**src/rtl/tt_sweep_if.sv**
```systemverilog
// Bus between the truth-table sweep harness and its controller / circuit under test.
// Optional TT_MISMATCH_LOG_EN adds the per-vector mismatch log signals.
interface tt_sweep_if #(
    parameter int N_IN  = 4,
    parameter int N_OUT = 2
);
    localparam int TW = N_OUT * (1 << N_IN);

    logic              start;
    logic [N_IN-1:0]   x;
    logic [N_OUT-1:0]  f;
    logic [TW-1:0]     exp_tt;
    logic              busy;
    logic              done;
    logic [TW-1:0]     tt;
    logic              match;
`ifdef TT_MISMATCH_LOG_EN
    logic [N_IN-1:0]   mm_idx;
    logic [N_IN:0]     mm_cnt;

    modport master (
        output start, f, exp_tt,
        input  x, busy, done, tt, match, mm_idx, mm_cnt
    );
    modport slave (
        input  start, f, exp_tt,
        output x, busy, done, tt, match, mm_idx, mm_cnt
    );
`else
    modport master (
        output start, f, exp_tt,
        input  x, busy, done, tt, match
    );
    modport slave (
        input  start, f, exp_tt,
        output x, busy, done, tt, match
    );
`endif
endinterface

```
**src/rtl/tt_sweep_capture.sv**
```systemverilog
// Sweeps all 2^N_IN input vectors through a combinational circuit, captures its truth table
// and flags whether it equals the expected table. TT_MISMATCH_LOG_EN adds a per-vector mismatch log.
module tt_sweep_capture #(
    parameter int N_IN   = 4,
    parameter int N_OUT  = 2,
    parameter int SETTLE = 1
) (
    input logic      clk,
    input logic      rst_n,
    tt_sweep_if.slave bus
);
    localparam int            NV          = 1 << N_IN;
    localparam int            TW          = N_OUT * NV;
    localparam logic [N_IN:0] LAST_VEC    = (N_IN + 1)'(NV - 1);
    localparam logic [7:0]    SETTLE_INIT = 8'(SETTLE);

    typedef enum logic [1:0] {IDLE, HOLD, DONE} state_t;

    state_t          state_q, state_d;
    logic [N_IN:0]   vec_q, vec_d;
    logic [7:0]      settle_q, settle_d;
    logic [TW-1:0]   tt_q, tt_d;
    logic [TW-1:0]   exp_q, exp_d;
    logic            busy_q, busy_d;
    logic            done_q, done_d;
    logic            match_q, match_d;
    logic [TW-1:0]   tt_sample;
    logic [N_IN-1:0] vec_idx;
`ifdef TT_MISMATCH_LOG_EN
    logic [N_IN-1:0] mm_idx_q, mm_idx_d;
    logic [N_IN:0]   mm_cnt_q, mm_cnt_d;
    logic            mm_hit;
`endif

    assign vec_idx = vec_q[N_IN-1:0];

    always_comb begin
        // NOTE: every variable gets a default before the case so no path can infer a latch.
        state_d   = state_q;
        vec_d     = vec_q;
        settle_d  = settle_q;
        tt_d      = tt_q;
        exp_d     = exp_q;
        busy_d    = busy_q;
        done_d    = 1'b0;
        match_d   = match_q;
        tt_sample = tt_q;
        for (int o = 0; o < N_OUT; o++) begin
            tt_sample[o*NV + int'(vec_idx)] = bus.f[o];
        end
`ifdef TT_MISMATCH_LOG_EN
        mm_idx_d = mm_idx_q;
        mm_cnt_d = mm_cnt_q;
        mm_hit   = 1'b0;
        for (int o = 0; o < N_OUT; o++) begin
            mm_hit = mm_hit | (bus.f[o] ^ exp_q[o*NV + int'(vec_idx)]);
        end
`endif

        case (state_q)
            IDLE: begin
                if (bus.start) begin
                    state_d  = HOLD;
                    vec_d    = '0;
                    settle_d = SETTLE_INIT;
                    tt_d     = '0;
                    exp_d    = bus.exp_tt;
                    busy_d   = 1'b1;
                    match_d  = 1'b0;
`ifdef TT_MISMATCH_LOG_EN
                    mm_idx_d = '0;
                    mm_cnt_d = '0;
`endif
                end
            end
            HOLD: begin
                if (settle_q != 8'd0) begin
                    settle_d = settle_q - 8'd1;
                end else begin
                    tt_d = tt_sample;
`ifdef TT_MISMATCH_LOG_EN
                    if (mm_hit) begin
                        if (mm_cnt_q == '0) mm_idx_d = vec_idx;
                        mm_cnt_d = mm_cnt_q + 1'b1;
                    end
`endif
                    // Match must include the sample taken on this very edge.
                    if (vec_q == LAST_VEC) begin
                        state_d = DONE;
                        busy_d  = 1'b0;
                        done_d  = 1'b1;
                        match_d = (tt_sample == exp_q);
                    end else begin
                        vec_d    = vec_q + 1'b1;
                        settle_d = SETTLE_INIT;
                    end
                end
            end
            DONE:    state_d = IDLE;
            default: state_d = IDLE;
        endcase
    end

    // NOTE: state registers use non-blocking assignments so all flops update from pre-edge values.
    always_ff @(posedge clk or negedge rst_n) begin
        if (!rst_n) begin
            state_q  <= IDLE;
            vec_q    <= '0;
            settle_q <= '0;
            tt_q     <= '0;
            exp_q    <= '0;
            busy_q   <= 1'b0;
            done_q   <= 1'b0;
            match_q  <= 1'b0;
`ifdef TT_MISMATCH_LOG_EN
            mm_idx_q <= '0;
            mm_cnt_q <= '0;
`endif
        end else begin
            state_q  <= state_d;
            vec_q    <= vec_d;
            settle_q <= settle_d;
            tt_q     <= tt_d;
            exp_q    <= exp_d;
            busy_q   <= busy_d;
            done_q   <= done_d;
            match_q  <= match_d;
`ifdef TT_MISMATCH_LOG_EN
            mm_idx_q <= mm_idx_d;
            mm_cnt_q <= mm_cnt_d;
`endif
        end
    end

    assign bus.x     = vec_idx;
    assign bus.busy  = busy_q;
    assign bus.done  = done_q;
    assign bus.tt    = tt_q;
    assign bus.match = match_q;
`ifdef TT_MISMATCH_LOG_EN
    assign bus.mm_idx = mm_idx_q;
    assign bus.mm_cnt = mm_cnt_q;
`endif
endmodule

```
**src/flat_wrapper.sv**
```systemverilog
// flat-port wrapper written by rule: the top's interface ports become plain ports
module tt_sweep_capture_flat 
#(
    parameter int N_IN   = 4,
    parameter int N_OUT  = 2,
    parameter int SETTLE = 1
)
  (clk, rst_n, bus_start, bus_f, bus_exp_tt, bus_x, bus_busy, bus_done, bus_tt, bus_match);
  tt_sweep_if #(.N_IN(N_IN), .N_OUT(N_OUT)) bus_i ();
  input logic clk;
  input logic rst_n;
  input wire logic [$bits(bus_i.start)-1:0] bus_start;
  input wire logic [$bits(bus_i.f)-1:0] bus_f;
  input wire logic [$bits(bus_i.exp_tt)-1:0] bus_exp_tt;
  output wire logic [$bits(bus_i.x)-1:0] bus_x;
  output wire logic [$bits(bus_i.busy)-1:0] bus_busy;
  output wire logic [$bits(bus_i.done)-1:0] bus_done;
  output wire logic [$bits(bus_i.tt)-1:0] bus_tt;
  output wire logic [$bits(bus_i.match)-1:0] bus_match;
  assign bus_i.start = bus_start;
  assign bus_i.f = bus_f;
  assign bus_i.exp_tt = bus_exp_tt;
  assign bus_x = bus_i.x;
  assign bus_busy = bus_i.busy;
  assign bus_done = bus_i.done;
  assign bus_tt = bus_i.tt;
  assign bus_match = bus_i.match;
  tt_sweep_capture #(.N_IN(N_IN), .N_OUT(N_OUT), .SETTLE(SETTLE)) u_core (.clk(clk), .rst_n(rst_n), .bus(bus_i));
endmodule
```
**config.mk**
```make
export PLATFORM = sky130hd
export DESIGN_NAME = tt_sweep_capture_flat
export DESIGN_NICKNAME = d
export VERILOG_FILES = /design/src/rtl/tt_sweep_if.sv /design/src/rtl/tt_sweep_capture.sv /design/src/flat_wrapper.sv
export SDC_FILE = /design/constraint.sdc
export NUM_CORES = 1
export LEC_CHECK = 0
export CAP_MARGIN = 20
export CORE_ASPECT_RATIO = 0.75
export CORE_UTILIZATION = 50
export CTS_BUF_LIST = sky130_fd_sc_hd__clkbuf_2 sky130_fd_sc_hd__clkbuf_4 sky130_fd_sc_hd__clkbuf_8
export CTS_CLUSTER_DIAMETER = 200
export DETAILED_ROUTE_END_ITERATION = 10
export HOLD_SLACK_MARGIN = 0.12
export PLACE_DENSITY = 0.79
export RECOVER_POWER = 25
export SYNTH_ARGS = -nofsm -noshare
export SYNTH_HDL_FRONTEND = slang
export SYNTH_SLANG_ARGS = --single-unit
```
**constraint.sdc**
```tcl
create_clock -name clk -period 2.3 [get_ports clk]
set_input_delay 0.345 -clock clk [delete_from_list [all_inputs] [get_ports clk]]
set_output_delay 0.345 -clock clk [all_outputs]
set_load 0.01 [all_outputs]
```
---- Yosys cells after proc, flatten, opt, wreduce, memory -nomap -nowiden ----
Index checks and enable logic that the tools add are counted.
word-level totals
  logic and storage cells ................. 66
  register bits after elaboration ......... 82
cells by class
  eq/ne operators ......................... 8
  multiplexer cells ....................... 32
  reductions and logical operators ........ 11
  add/sub/neg operators ................... 3
  $lt $le $gt $ge ......................... 4
operators with widths
  operator                                              number
  bitwise mux 32 bit                                    2
  2-to-1 mux 32 bit                                     2
  case mux 32 bit (2 select lines)                      1
  == test 32 bit                                        1
  >= comparator 32 x 1 -> 1 bit, second input constant  1
  < comparator 32 x 7 -> 1 bit, second input constant   1
  2-to-1 mux 8 bit                                      3
  case mux 8 bit (2 select lines)                       1
  2-to-1 mux 5 bit                                      3
  2-to-1 mux 1 bit                                      11
  case mux 5 bit (2 select lines)                       1
  AND reduction 3 bit                                   3
  AND reduction 4 bit                                   2
  nonzero test 8 bit                                    1
  subtractor 8 x 1 -> 8 bit, second input constant      1
  adder 5 x 4 -> 6 bit, first input constant            1
  < comparator 4 x 6 -> 1 bit, second input constant    1
  2-to-1 mux 2 bit                                      3
  inequality test 2 bit, second input constant          3
  adder 5 x 1 -> 5 bit, second input constant           1
  demux 1 bit (select 5 bit)                            1
  == test 5 x 4 -> 1 bit, second input constant         1
  demux 1 bit (select 4 bit)                            1
  >= comparator 4 x 1 -> 1 bit, second input constant   1
  other kinds (9)                                       11

---- Depth between registers and ports, before layout ----
Gate-level depths: netlist of run 1.
  word-level depth ........................ 10
  mapped depth ............................ 10
  mapped depth without buffers ............ 10

---- Worst setup path before layout of run 1 ----
No wires, ideal clock.
  path type ............................... flip-flop to flip-flop
  from .................................... reg u_core.vec_q[0]
  to ...................................... reg u_core.match_q (netlist: u_core.bus.match)
  data required time ...................... 2224 ps
  setup slack ............................. 126 ps
  period minus slack after synthesis ...... 2174 ps
  cell stages (with the launch flop) ...... 10
  library setup time ...................... 76 ps
  data arrival time ....................... 2097 ps
  path buffers ............................ 0
  path through ............................ dfrtp_1 inv_1 ha_1 and3b_1 mux2_2 a22oi_1 nand4_1 a2111oi_2 nand4_1 o21ai_1
on the way
  cells in the longest elaborated chain, start to end .. 10
  elaborated cells on any way between the ends .. 20
  those cells by class .................... add/sub: 1; order compare: 4; eq/ne: 3; mux: 9; reduce/logical: 3
ends and longest elaborated chain
  item                                                                                  RTL line                 text
  start, declared                                                                       tt_sweep_capture.sv:20   logic [N_IN:0] vec_q, vec_d;
  start signal, assigned                                                                tt_sweep_capture.sv:121  vec_q <= vec_d;
  adder 5 x 4 -> 6 bit, or another cell as far along                                    tt_sweep_capture.sv:49   tt_sample[o*NV + int'(vec_idx)] = bus.f[o];
  >= comparator 32 x 1 -> 1 bit (not written as such), or another cell as far along     tt_sweep_capture.sv:49
  logical AND 1 bit (not written as such) or 2-to-1 mux 1 bit (tied branches)           tt_sweep_capture.sv:49
  2-to-1 mux 1 bit (not written as such) or demux 1 bit (select 4 bit) (tied branches)  -
  demux 1 bit (select 5 bit) or bitwise mux 32 bit (tied branches)                      -
  bitwise mux 32 bit                                                                    tt_sweep_capture.sv:49
  == test 32 bit                                                                        tt_sweep_capture.sv:92   match_d = (tt_sample == exp_q);
  2-to-1 mux 1 bit                                                                      tt_sweep_capture.sv:88   if (vec_q == LAST_VEC) begin
  2-to-1 mux 1 bit                                                                      tt_sweep_capture.sv:77   if (settle_q != 8'd0) begin
  case mux 1 bit (2 select lines)                                                       tt_sweep_capture.sv:60   case (state_q)
  end signal, assigned                                                                  tt_sweep_capture.sv:127  match_q <= match_d;
  end, declared                                                                         tt_sweep_capture.sv:26   logic match_q, match_d;
Several ways; a longest one is shown, not always the timed one. The select of a mux whose other input is x is not followed.
A chain may end at the register's enable or synchronous reset.

---- Final worst setup path of run 1 ----
Ends and elaborated chain as after synthesis.

==> out/results.ini, run 1 <==
[cts]
ctsRootBufferMaster=clkbuf_8
cts_htree_levels=3
clk_pin_slew_worst_paths_ps=90
cts_tree=yes
clockBufferDepth=2
cts.sinks=82
cts_buffers=9
clock_latency_ps=370

[global_route]
grt.overflow.total=0
grt_pass1_vias=4083
grt_pass1_wl_um=21600
antenna_found_initial=0
grt_max_degree=49
grt.total_usage_pct=30.4

[synth]
synth_area_leaders=dfrtp_1, nand2_1, o21ai_0
post-synth-top-area-cell=dfrtp_1
yosysMostFrequentCell=nand2_1
ys_warn_count=0
synth-seq-cells=82
syn-num-nets=544
synth.cell_area_sq_mm=0.00448
synthesis.area_per_instance_sq_um=8.98
yosysSeqAreaShare_pct=45.8
syn_inst=499
synth_top_cells_by_count=nand2_1, dfrtp_1, o21ai_0
synth_top_area_share_pct=45.8
synth_flop_cell=dfrtp_1
synth_edf_count=0
async_flop_share_pct=100
yosysUniqueCellTypes=56

[critical_path]
cp-end-kind=register
worstSetupPathType=reg2reg
crit_path_max_incr_delay_ps=420
crit_fanout=7
cp-start-kind=register
cp.required_ps=2600
cp_cell_sequence=buf_6, ha_4, and3b_2, mux2i_2, xnor2_1, a2111oi_0, and4_1, nand4_1, o21ai_2
cp_data_arrival_time_ps=2560
cp_slowest_cell=dfrtp_1

[die]
io_pins=76
initial_core_util_pct=52.3
dieArea_sq_mm=0.00935
die_h_um=84.0
coreArea_sq_mm=0.00856
num_rows=29
fp.dieW_um=111

[finish]
layout-drive-gt1-share_pct=16.0
diodes=0
multi_input_area_sq_mm=0.00234
nFillCells=686
areaGrowthSynthToFinish_pct=31.1
nNetsFinal=649
regArea_sq_mm=0.00206
final_core_util_pct=68.6

[min_path]
holdCritPathClass=reg2reg

[power_and_ir_drop]
power.density_mw_per_mm2=745
p_leak_nw=2.74
ir_drop_uv=568

[sta]
max-slew-margin-rel_pct=35.1
max_freq_mhz=443
fin_crit_ps=2260
tns_ps=0
finalCritPeriodShare_pct=98.2
slew_violations=0
worstMarginPinSlew_ps=971
skew_ps=12.9
rsz0062_at_grt=yes
hold_viol_final=0
setup_viol=0

[run]
maxCapViolCount=0

[route]
wl_per_cell_um=18.7
drc=13
vias=4001
routed_wl_um=13400
via_per_inst=5.59
initialDrtViolationCount=282
antenna_left=0
drt_first_pass_iters=9

[placement]
dp_hpwl_um=9750
port_buffers=75
routabilityCongestion=0.906

[run_status]
failed_checks=design-rule violations
status=finished with violations

## critical path, delay by kind of cell, from the launching register on
kind                     cells  cell delay, ps
AND/OR/NAND/NOR              3             660
XOR/XNOR                     1             150
multiplexers                 1             170
AO/OA/AOI/OAI                2             480
buffers and inverters        1             140
flip-flops                   1             420
adder cells (fa/ha/maj)      1             170
## power by group
group | internal [mW] | switching, mW | total, mW
Sequential | 1.64 | 0.250 | 1.89
Clock | 0.505 | 0.514 | 1.02
Combinational | 0.744 | 0.726 | 1.47
Total | 2.89 | 1.49 | 4.38
## layer usage
metal | up-vias | wire [um] | GRT usage [%]
li1 | 1889 | - | -
met1 | 1930 | 6100 | 42.6
met5 | - | 0 | 0
met3 | 19 | 1030 | 6.25
met2 | 163 | 6040 | 47.7
met4 | 0 | 238 | 9.34
## area by class of cell
type                            count  share of cell area (%)
Clock buffer                       10                    2.24
Clock inverter                      5                   0.958
Inverter                           14                   0.895
Multi-Input combinational cell    377                    39.8
Sequential cell                    82                    35.0
Tap cell                          108                    2.30
Timing Repair Buffer              120                    18.8
## cell families after synthesis
| logic type | count (synthesis) | share of synthesized area, % |
|---|---|---|
| xor gates and xnor gates | 35 | 6.84 |
| and+or+nand+nor | 229 | 24.0 |
| AOI/OAI and AO/OA | 81 | 11.6 |
| buffers and inverters | 40 | 4.13 |
| adders and majority gates | 8 | 2.23 |
| muxes | 24 | 5.39 |
| DFF | 82 | 45.8 |
## path summary, 6_finish.rpt
kind                                           startpoint                              to  slack (ps)  cells after the start
min in group asynchronous                           rst_n    u_core.exp_q[20]$_DFFE_PN0P_         630                      2
min reg2reg                u_core.settle_q[0]$_DFFE_PN0P_  u_core.settle_q[0]$_DFFE_PN0P_         490                      1
max                           u_core.vec_q[0]$_DFFE_PN0P_    u_core.bus.match$_DFFE_PN0P_          40                      9
max in group asynchronous                           rst_n     u_core.vec_q[1]$_DFFE_PN0P_         400                      3
max reg2reg                   u_core.vec_q[0]$_DFFE_PN0P_    u_core.bus.match$_DFFE_PN0P_          40                      9
min                        u_core.settle_q[0]$_DFFE_PN0P_  u_core.settle_q[0]$_DFFE_PN0P_         490                      1
## flip-flops by register name, summed over array words and instances (netlist names)
| signal | count |
|---|---|
| u_core.bus.tt | 32 |
| u_core.exp_q | 32 |
| u_core.settle_q | 8 |
| u_core.vec_q | 5 |
| u_core.state_q | 2 |
| u_core.bus.busy | 1 |
| u_core.bus.done | 1 |
| u_core.bus.match | 1 |
## stage by stage
step / hold slack [ps] / std cells / worst slack, ps / power (mW) / instance area (sq um)
global route: 501 / 716 / -117 / 4.61 / 5870
finish: 486 / 716 / 42.4 / 4.38 / 5870
global placement: 316 / 692 / 19.5 / 3.18 / 5530
CTS: 483 / 710 / -26.6 / 4.30 / 5770
floorplan: 49.4 / 499 / 126 / 2.64 / 4480
detailed placement: 325 / 692 / -117 / 3.23 / 5530
## cells in the final DEF, fill, tap and decap left out, types with 3 or more instances in the layout
cell	Yosys	layout
a21oi_1	4	4
a2bb2oi_1	3	3
and2_1	4	4
buf_4	7	40
clkbuf_8	0	9
clkdlybuf4s50_1	0	74
dfrtp_1	82	79
dfrtp_2	0	3
ha_1	8	4
inv_1	13	11
inv_2	1	3
mux2i_1	23	21
nand2_1	153	152
nand3_1	7	6
nand3b_1	8	8
nand4_1	7	7
nor2_1	21	21
nor2b_1	3	3
nor3b_1	4	3
o21ai_0	50	49
xnor2_1	9	9
xor2_1	26	26
## timing repair
| item | 4_1_cts | 5_1_grt |
|---|---|---|
| hold endpoints to repair | 34 | 0 |
| hold buffers | 1 | 0 |
| endpoints found under the setup margin | 3 | 14 |
| pin swaps | 0 | 10 |
| gates resized for setup | 7 | 21 |
| buffers inserted | 2 | 6 |
| cloned | 0 | 0 |
Note: power is estimated with default switching activity, not from simulation.
==> run 2: changes to the inputs <==
--- a/config.mk
+++ b/config.mk
@@ -14,6 +14,7 @@
 export HOLD_SLACK_MARGIN = 0.12
 export PLACE_DENSITY = 0.79
 export RECOVER_POWER = 25
+export SKIP_CTS_REPAIR_TIMING = 1
 export SYNTH_ARGS = -nofsm -noshare
 export SYNTH_HDL_FRONTEND = slang
 export SYNTH_SLANG_ARGS = --single-unit
==> out/results.ini, run 2 (synthesis results as in run 1) <==
[sta]
fin_crit_ps=2280  ; +20.7 ps
holdWs_ps=485  ; -0.832 ps
worstMarginPinSlew_ps=963  ; -8.07 ps
max_freq_mhz=439  ; -0.91%
rsz0062_at_grt=yes
setup_viol=0  ; unchanged
slew_violations=0  ; unchanged
max-slew-margin-rel_pct=35.7  ; +0.54 points
hold_viol_final=0  ; unchanged
skew_ps=12.8  ; -0.103 ps
finalCritPeriodShare_pct=99.1  ; +0.90 points

[global_route]
grt.total_usage_pct=30.3  ; -0.096 points
grt_pass1_vias=4065  ; -0.44%
grt_max_degree=49  ; unchanged
grt.overflow.total=0  ; unchanged
grt_pass1_wl_um=21500  ; -0.29%
antenna_found_initial=0  ; unchanged

[die]
io_pins=76  ; unchanged
die_h_um=84.0  ; unchanged
num_rows=29  ; unchanged
initial_core_util_pct=52.3  ; unchanged
dieArea_sq_mm=0.00935  ; unchanged
coreArea_sq_mm=0.00856  ; unchanged
fp.dieW_um=111  ; unchanged

[power_and_ir_drop]
p_leak_nw=2.71  ; -1.0%
power.density_mw_per_mm2=743  ; -0.27%
ir_drop_uv=569  ; +0.28%
power_mw=4.33  ; -1.1%

[finish]
final_area_sq_mm=0.00582  ; -0.85%
nNetsFinal=645  ; -0.62%
final_core_util_pct=68.0  ; -0.58 points
areaGrowthSynthToFinish_pct=30.0
instances_no_fill=712  ; -0.56%
nFillCells=697  ; +1.6%
regArea_sq_mm=0.00206  ; unchanged
final_cell_mix=nand2_1, dfrtp_1, clkdlybuf4s50_1, o21ai_0, buf_4
multi_input_area_sq_mm=0.00232  ; -0.64%
diodes=0  ; unchanged
final_common_cell=nand2_1
layout-drive-gt1-share_pct=14.7  ; -1.2 points

[critical_path]
cp-end-kind=register
cp-start-kind=register
cp_data_arrival_time_ps=2580  ; +20 ps
crit_fanout=5  ; -2
r2r_setup_slack_ps=20  ; -20 ps
worstSetupPathType=reg2reg
cp.required_ps=2600  ; about the same

[cts]
clk_pin_slew_worst_paths_ps=90  ; about the same
cts_htree_levels=3  ; unchanged
ctsRootBufferMaster=clkbuf_8
cts.sinks=82  ; unchanged
clockBufferDepth=2  ; unchanged
cts_tree=yes
clock_latency_ps=370  ; about the same
cts_buffers=9  ; unchanged

[placement]
dp_hpwl_um=9750  ; unchanged
port_buffers=75  ; unchanged
dp.cells=692  ; unchanged
post_dp_cell_area_sq_mm=0.00553  ; unchanged
routabilityCongestion=0.906  ; unchanged

[route]
routed_wl_um=13300  ; -0.57%
antenna_left=0  ; unchanged
initialDrtViolationCount=255  ; -9.6%
drt_first_pass_iters=8  ; -1
via_per_inst=5.64  ; +0.89%
wl_per_cell_um=18.7  ; about the same
drc=13  ; unchanged
vias=4014  ; +0.32%

[run_status]
failed_checks=design-rule violations
status=finished with violations

[min_path]
holdCritPathClass=reg2reg

[run]
maxCapViolCount=0  ; unchanged

-- run 2: through the flow --
| stage | TNS [ps] | worst slack, ps |
|---|---|---|
| 2_1_floorplan | 0 | 126 |
| 3_3_place_gp | 0 | 19.5 |
| 3_5_place_dp | -170 | -117 |
| 4_1_cts | -207 | -144 |
| 5_1_grt | -131 | -111 |
| 6_report | 0 | 21.7 |
-- run 2: per-layer routing --
metal / GRT usage [%] / vias to the layer above / wire [um]
met3: 6.32 / 18 / 845
li1: - / 1886 / -
met5: 0 / - / 0
met1: 42.4 / 1950 / 6280
met2: 47.7 / 160 / 5990
met4: 8.97 / 0 / 217
-- run 2: area by class of cell --
cell class	count	area share, %
clock inverter	5	0.967
inverter	14	0.945
clock buffer	10	2.26
timing repair buffer	116	18.3
multi-input combinational	377	39.9
tap	108	2.32
sequential	82	35.3
-- run 2: where the power goes --
part	switching, mW	internal, mW	total [mW]
sequential	0.252	1.64	1.89
combinational	0.699	0.713	1.41
clock	0.520	0.506	1.03
total	1.47	2.86	4.33
-- run 2: critical path, cell delays in order (launching register included) --
cell and delay, ps:
dfrtp_2 450, inv_2 100, ha_1 290, nor3b_4 310, mux2i_1 250, xor2_1 180, nand4_1 110, nor3_1 250
nand4_1 140, o21ai_2 130
-- run 2: final timing paths --
path,endpoint,depth (start not counted),start
worst max-delay path,u_core.bus.match$_DFFE_PN0P_,9,u_core.vec_q[0]$_DFFE_PN0P_
worst min-delay path,u_core.settle_q[0]$_DFFE_PN0P_,1,u_core.settle_q[0]$_DFFE_PN0P_
worst max register to register,u_core.bus.match$_DFFE_PN0P_,9,u_core.vec_q[0]$_DFFE_PN0P_
worst min register to register,u_core.settle_q[0]$_DFFE_PN0P_,1,u_core.settle_q[0]$_DFFE_PN0P_
max in group asynchronous,u_core.vec_q[2]$_DFFE_PN0P_,3,rst_n
min in group asynchronous,u_core.bus.tt[4]$_DFFE_PN0P_,2,rst_n
